File: config.mk
export PLATFORM = sky130hd
export DESIGN_NAME = dac_level_mc
export DESIGN_NICKNAME = d
export VERILOG_FILES = /design/src/rtl/dac_level_mc.sv
export SDC_FILE = /design/constraint.sdc
export NUM_CORES = 1
export LEC_CHECK = 0
export ABC_AREA = 0
export ABC_CLOCK_PERIOD_IN_PS = 2600
export CORE_UTILIZATION = 54
export CTS_BUF_LIST = sky130_fd_sc_hd__clkbuf_2 sky130_fd_sc_hd__clkbuf_4 sky130_fd_sc_hd__clkbuf_8
export DETAILED_ROUTE_END_ITERATION = 7
export MAX_ROUTING_LAYER = met4
export PLACE_DENSITY = 0.82
export SYNTH_ARGS = -nofsm -noshare
export SYNTH_HDL_FRONTEND = slang
export SYNTH_SLANG_ARGS = --single-unit
File: constraint.sdc
create_clock -name clk -period 2.6 [get_ports clk]
set_input_delay 0.52 -clock clk [delete_from_list [all_inputs] [get_ports clk]]
set_output_delay 0.52 -clock clk [all_outputs]
set_load 0.005 [all_outputs]
File: src/rtl/dac_level_mc.sv
// Multi-channel serial DAC loader: one frame-sync trigger shifts CH words out MSB first
// on a shared SCLK/CS_N, alongside an independent programmable sync-delay pulse.
module dac_level_mc #(
    parameter int CH    = 4,
    parameter int DW    = 8,
    parameter int DLY_W = 7,
    parameter int DIV   = 1
) (
    input  logic                clk,
    input  logic                rst,
    input  logic                i_sync,
    input  logic [CH*DW-1:0]    i_dac_data,
    input  logic [DLY_W-1:0]    i_delay,
    output logic [CH-1:0]       o_dac_data,
    output logic                o_dac_sclk,
    output logic                o_dac_cs_n,
    output logic                o_sync_delayed,
    output logic                o_busy,
    output logic                o_overrun
);

    localparam int BW  = $clog2(DW + 1);
    localparam int DVW = $clog2(DIV + 1);
    localparam int CW  = DLY_W + 1;
    localparam logic [BW-1:0]  BIT_LAST = BW'(DW - 1);
    localparam logic [DVW-1:0] DIV_LAST = DVW'(DIV - 1);
    localparam logic [CW-1:0]  CNT_SAT  = {CW{1'b1}};

    typedef enum logic [1:0] {
        S_IDLE = 2'd0,
        S_SLO  = 2'd1,
        S_SHI  = 2'd2,
        S_GAP  = 2'd3
    } state_t;

    state_t                  state_q;
    logic                    sync_q;
    logic                    cs_n_q;
    logic                    sclk_q;
    logic                    busy_q;
    logic                    ovr_q;
    logic [CH-1:0]           data_q;
    logic [BW-1:0]           bit_q;
    logic [DVW-1:0]          div_q;
    // The MSB goes straight to data_q on load, so only the remaining DW-1 bits are held.
    logic [CH-1:0][DW-2:0]   shreg_q;

    logic [DLY_W-1:0]        dly_val_q, dly_val_d;
    logic [CW-1:0]           dly_cnt_q, dly_cnt_d;
    logic                    pulse_q, pulse_d;
    logic                    sync_rise;

    assign sync_rise = i_sync & ~sync_q;

    // Serial frame state machine with registered outputs.
    always_ff @(posedge clk) begin
        if (rst) begin
            state_q <= S_IDLE;
            sync_q  <= 1'b0;
            cs_n_q  <= 1'b1;
            sclk_q  <= 1'b0;
            busy_q  <= 1'b0;
            ovr_q   <= 1'b0;
            data_q  <= {CH{1'b0}};
            bit_q   <= {BW{1'b0}};
            div_q   <= {DVW{1'b0}};
            shreg_q <= {(CH*(DW-1)){1'b0}};
        end else begin
            sync_q <= i_sync;
            ovr_q  <= sync_rise & busy_q;
            case (state_q)
                S_IDLE: begin
                    if (sync_rise) begin
                        state_q <= S_SLO;
                        cs_n_q  <= 1'b0;
                        sclk_q  <= 1'b0;
                        busy_q  <= 1'b1;
                        bit_q   <= {BW{1'b0}};
                        div_q   <= {DVW{1'b0}};
                        for (int k = 0; k < CH; k++) begin
                            data_q[k]  <= i_dac_data[k*DW + DW - 1];
                            shreg_q[k] <= i_dac_data[k*DW +: (DW-1)];
                        end
                    end
                end
                S_SLO: begin
                    if (div_q == DIV_LAST) begin
                        state_q <= S_SHI;
                        sclk_q  <= 1'b1;
                        div_q   <= {DVW{1'b0}};
                    end else begin
                        div_q <= div_q + DVW'(1);
                    end
                end
                S_SHI: begin
                    if (div_q == DIV_LAST) begin
                        div_q  <= {DVW{1'b0}};
                        sclk_q <= 1'b0;
                        if (bit_q == BIT_LAST) begin
                            state_q <= S_GAP;
                            cs_n_q  <= 1'b1;
                            data_q  <= {CH{1'b0}};
                        end else begin
                            state_q <= S_SLO;
                            bit_q   <= bit_q + BW'(1);
                            for (int k = 0; k < CH; k++) begin
                                data_q[k]  <= shreg_q[k][DW-2];
                                shreg_q[k] <= shreg_q[k] << 1;
                            end
                        end
                    end else begin
                        div_q <= div_q + DVW'(1);
                    end
                end
                S_GAP: begin
                    state_q <= S_IDLE;
                    busy_q  <= 1'b0;
                end
                default: begin
                    state_q <= S_IDLE;
                    cs_n_q  <= 1'b1;
                    sclk_q  <= 1'b0;
                    busy_q  <= 1'b0;
                    data_q  <= {CH{1'b0}};
                end
            endcase
        end
    end

    // Sync-delay next state: every trigger restarts the count; a zero delay fires at once.
    always_comb begin
        dly_val_d = dly_val_q;
        dly_cnt_d = dly_cnt_q;
        pulse_d   = 1'b0;
        if (sync_rise) begin
            dly_val_d = i_delay;
            if (i_delay == {DLY_W{1'b0}}) begin
                pulse_d   = 1'b1;
                dly_cnt_d = CNT_SAT;
            end else begin
                dly_cnt_d = {CW{1'b0}};
            end
        end else if (dly_cnt_q != CNT_SAT) begin
            if (dly_cnt_q == ({1'b0, dly_val_q} - CW'(1))) begin
                pulse_d   = 1'b1;
                dly_cnt_d = CNT_SAT;
            end else begin
                dly_cnt_d = dly_cnt_q + CW'(1);
            end
        end else begin
            dly_cnt_d = CNT_SAT;
        end
    end

    // Sync-delay registers; the saturated count means nothing is pending.
    always_ff @(posedge clk) begin
        if (rst) begin
            dly_val_q <= {DLY_W{1'b0}};
            dly_cnt_q <= CNT_SAT;
            pulse_q   <= 1'b0;
        end else begin
            dly_val_q <= dly_val_d;
            dly_cnt_q <= dly_cnt_d;
            pulse_q   <= pulse_d;
        end
    end

    assign o_dac_data     = data_q;
    assign o_dac_sclk     = sclk_q;
    assign o_dac_cs_n     = cs_n_q;
    assign o_busy         = busy_q;
    assign o_overrun      = ovr_q;
    assign o_sync_delayed = pulse_q;

endmodule
Word level (Yosys, flattened, before mapping)
Index checks and enable logic that the tools add are counted.
- output and inout port bits: 9
- bits in registers: 60
- logic and storage cells: 84
- input port bits: 42
- add/sub/neg operators: 4
- multiplexer cells: 36
- eq/ne operators: 11
- reduce and logical (&&, ||, !) cells: 14
- bitwise logic cells: 3
- operator list (kind ; number):
    2-to-1 mux 28 bit ; 3
    one-hot mux 28 bit (2 select lines) ; 1
    2-to-1 mux 8 bit ; 4
    2-to-1 mux 4 bit ; 6
    one-hot mux 4 bit (2 select lines) ; 2
    AND reduction 4 bit ; 3
    2-to-1 mux 1 bit ; 11
    != test 2 bit (second input constant) ; 5
    adder 8 x 1 -> 8 bit (second input constant) ; 1
    == test 8 bit ; 1
    2-to-1 mux 2 bit ; 4
    != test 8 bit (second input constant) ; 1
    one-hot mux 2 bit (4 select lines) ; 1
    subtractor 7 x 1 -> 8 bit (second input constant) ; 1
    logical NOT 7 bit ; 1
    one-hot mux 1 bit (2 select lines) ; 3
    AND reduction 3 bit ; 2
    nonzero test 2 bit ; 3
    adder 4 x 1 -> 4 bit (second input constant) ; 1
    == test 2 bit (second input constant) ; 2
    == test 4 x 3 -> 1 bit (second input constant) ; 1
    AND reduction 2 bit ; 2
    one-hot mux 1 bit (3 select lines) ; 1
    nonzero test 3 bit ; 1
    6 further kinds ; 7

Depth between registers and ports, before layout
- depth after elaboration: 5
- mapped depth: 8
- depth with buffers taken out: 8

Least setup slack after synthesis
OpenSTA, ideal clock, no wires.
- path kind: register -> register
- start point: reg dly_val_q[0]
- end point: reg pulse_q (netlist: o_sync_delayed)
- path buffers: 0
- library setup time: 0.071 ns
- cell stages (with the launch flop): 9
- slack: 0.436 ns
- required time: 2.529 ns
- clock period less this slack: 2.164 ns
- data arrival time: 2.094 ns
- path through: dfxtp_1 -> inv_1 -> ha_1 -> or3b_2 -> nor3_1 -> xnor2_1 -> o2111ai_4 -> or3_1 -> a21oi_1
- word-level cells in the longest chain between the ends: 5
- ends and longest elaborated chain (element ; RTL line ; RTL):
    start: declaration ; 48 ; logic [DLY_W-1:0] dly_val_q, dly_val_d;
    start signal: assignment ; 158 ; dly_val_q <= {DLY_W{1'b0}};
    start signal: assignment ; 162 ; dly_val_q <= dly_val_d;
    subtractor 7 x 1 -> 8 bit ; 144 ; if (dly_cnt_q == ({1'b0, dly_val_q} - CW'(1))) begin
    == test 8 bit ; 144 ;
    2-to-1 mux 1 bit ; 144 ;
    2-to-1 mux 1 bit ; 143 ; end else if (dly_cnt_q != CNT_SAT) begin
    2-to-1 mux 1 bit ; 135 ; if (sync_rise) begin
    end signal: assignment ; 164 ; pulse_q <= pulse_d;
    end: declaration ; 50 ; logic pulse_q, pulse_d;
Every way passes these cells.
A chain may end at the register's enable or synchronous reset.

Final worst setup path
Same ends and word-level chain as after synthesis.

==> metrics.yaml <==
outcome: "completed"
detail_route.vias_per_cell: 5.56
ys_ff_latch: 59
layout.nets: 413
fillCellCount: 382
path_clk_slew_ns: 0.06
synth_flop_cell: "dfxtp_1"
crit_type: "flop to flop"
ir_drop_uv: 400
setup_viol: 0
hold_end: "o_dac_sclk"
power_uw: 2230
postRouteAntennaNets: 0
grt_remaining_overflow: 0
cts_hold_buffers: 0
clk_latency_ns: 0.33
register_area_um2: 1180
syn_area_um2: 2680
wl_per_cell_um: 13.3
synth_cells: 319
dieWidth_um: 72.5
worstPathCellList: "inv_1 -> ha_1 -> or3b_2 -> nor3_1 -> xnor2_1 -> o2111ai_4 -> or3_1 -> a21oi_1"
multi_input_area_um2: 1400
layout-drive-gt1-share_pct: 9.43
r2r-end: "o_sync_delayed"
crit_arrival_ns: 2.61
cts_resized: 0
root_buffer: "clkbuf_8"
drc: 0
start_kind: "flop"
ff2ff_path_depth: 8
dieArea_um2: 5260
die_height_um: 72.5
synthArstFlopShare_pct: 0
dr.pass1.iters: 4
final_hold_viol_count: 0
worstHoldStart: "o_dac_sclk"
syn_area_per_cell_um2: 8.41
critPathMaxFanout: 9
hold_ws_ns: 0.472
tritoncts: "built"
fin_skew_ns: 0.00721
tightest_slew_ns: 0.519
grt_pass1_wl_um: 9720
end_kind: "flop"
syn-num-nets: 364
dpl.hpwl_um: 4160
routed_wl_um: 5830
r2r-start: "dly_val_q[0]"
max_slew_margin_pct: 65.2
r2r_setup_slack_ns: 0.24
initial_core_util_pct: 56.4
yosys_warnings: 0
power_density_nw_per_um2: 651
gp_congestion: 0.797
cts_setup_buffers: 0
track_usage_pct: 24.8
layout_commonest_cell: "nand2_1"
rsz0062_at_grt: "no"
cap_violations: 0
cpMaxStageDelayCell: "or3b_2"
synth-edff-count: 0
vias: 2436
grt_pass1_vias: 2185
finalSetupTns_ns: 0
crit_start: "dly_val_q[0]"
fin_crit_ns: 2.36
h-tree-depth: 3
cts_buffer_depth: 2
fmax_mhz: 424
critPathRequiredTime_ns: 2.85
drt-initial-drc-count: 135
antenna_found_initial: 0
coreArea_um2: 4750
io_pins: 51
grt_max_degree: 39
most-common-layout-cells: "nand2_1, dfxtp_1, clkdlybuf4s50_1, nor2_1, a311oi_1"
synth-seq-area-share_pct: 44.0
antenna_cells: 0
min_path_cells: 1
critPathMaxStageDelay_ns: 0.49
cts_buffers: 9
hold_path.class: "flop to flop"
leakagePower_uw: 0.00129
clock_sinks: 59
io_buffers: 50
row_count: 25
synth_cell_types: 45
syn2layout_area_growth_pct: 27.4
period_share_pct: 90.8
final_max_slew_viol_count: 0
[routing by layer]
layer  track usage [%]  up-vias  part of all wire [%]
met1              31.5     1125                    47
li1                  -     1235                     -
met2              37.9       66                    46
met4              12.4        0                   1.4
met3              4.58       10                   5.1
met5                 -        -                     0
[logic make-up (layout without fill, tap and decap cells)]
family,Yosys count,after routing,synth area share [%]
AOI/OAI and AO/OA,67,67,20.0
xor gates and xnor gates,14,14,4.57
DFF,59,59,44.0
and+or+nand+nor,150,150,25.6
buffers and inverters,25,77,4.01
muxes,1,1,0.373
adders and majority gates,3,3,1.40
[registers in the layout, summed over array words and instances (netlist names)]
signal and flops:
o_busy 1, o_dac_cs_n 1, o_dac_data 4, sync_q 1
state_q 2, dly_cnt_q 8, dly_val_q 7, o_dac_sclk 1
bit_q 4, o_overrun 1, shreg_q 28, o_sync_delayed 1
[through the flow]
step                worst slack [ns]  utilization, %  area, µm²  cells
global route                  0.0402            71.9       3420    438
floorplan                      0.436               -       2680    319
global placement               0.363            68.6       3260    424
CTS                            0.249            71.9       3420    438
finish                         0.239            71.9       3420    438
detailed placement             0.275            68.6       3260    424
[cell usage after synthesis, types with 5 or more instances]
cell,count,area [µm²]
nand2_1,67,251
dfxtp_1,59,1180
nor2_1,38,143
a311oi_1,24,210
clkbuf_1,14,52.6
a21oi_1,11,55.1
xnor2_1,10,87.6
nor3_1,9,45.0
a22o_1,8,70.1
nand3_1,6,30.0
a31oi_1,5,31.3
a41oi_1,5,43.8
and3_1,5,31.3
buf_2,5,25.0
nor2b_1,5,31.3
[critical path, delay by kind of cell, from the launching register on]
kind	cells	cell delay, ns
DFF	1	0.35
and+or+nand+nor	3	1.07
xor gates and xnor gates	1	0.19
buffers and inverters	1	0.07
AOI/OAI and AO/OA	2	0.39
adders and majority gates	1	0.22
[cell type report]
type / instances / share of cell area, %
multi-input cells: 235 / 40.9
flip-flops and latches: 59 / 34.6
repair buffers: 60 / 17.2
clock buffers: 11 / 4.06
well taps: 67 / 2.45
clock inverters: 3 / 0.512
inverters: 3 / 0.329
[worst max path at each step]
| stage | to | slack, ns |
|---|---|---|
| final | o_sync_delayed | 0.24 |
| after floorplan | o_sync_delayed | 0.44 |
| after CTS | o_sync_delayed | 0.25 |
| after detailed placement | o_sync_delayed | 0.27 |
| after global routing | o_sync_delayed | 0.04 |
| after global placement | o_sync_delayed | 0.36 |
[power by group]
group	internal (µW)	total [µW]	switching (µW)	leakage (µW)
clock network	352	682	329	0.0000819
logic	245	461	216	0.000723
registers	995	1080	88.3	0.000487
Power figures use the tool's default switching activity.
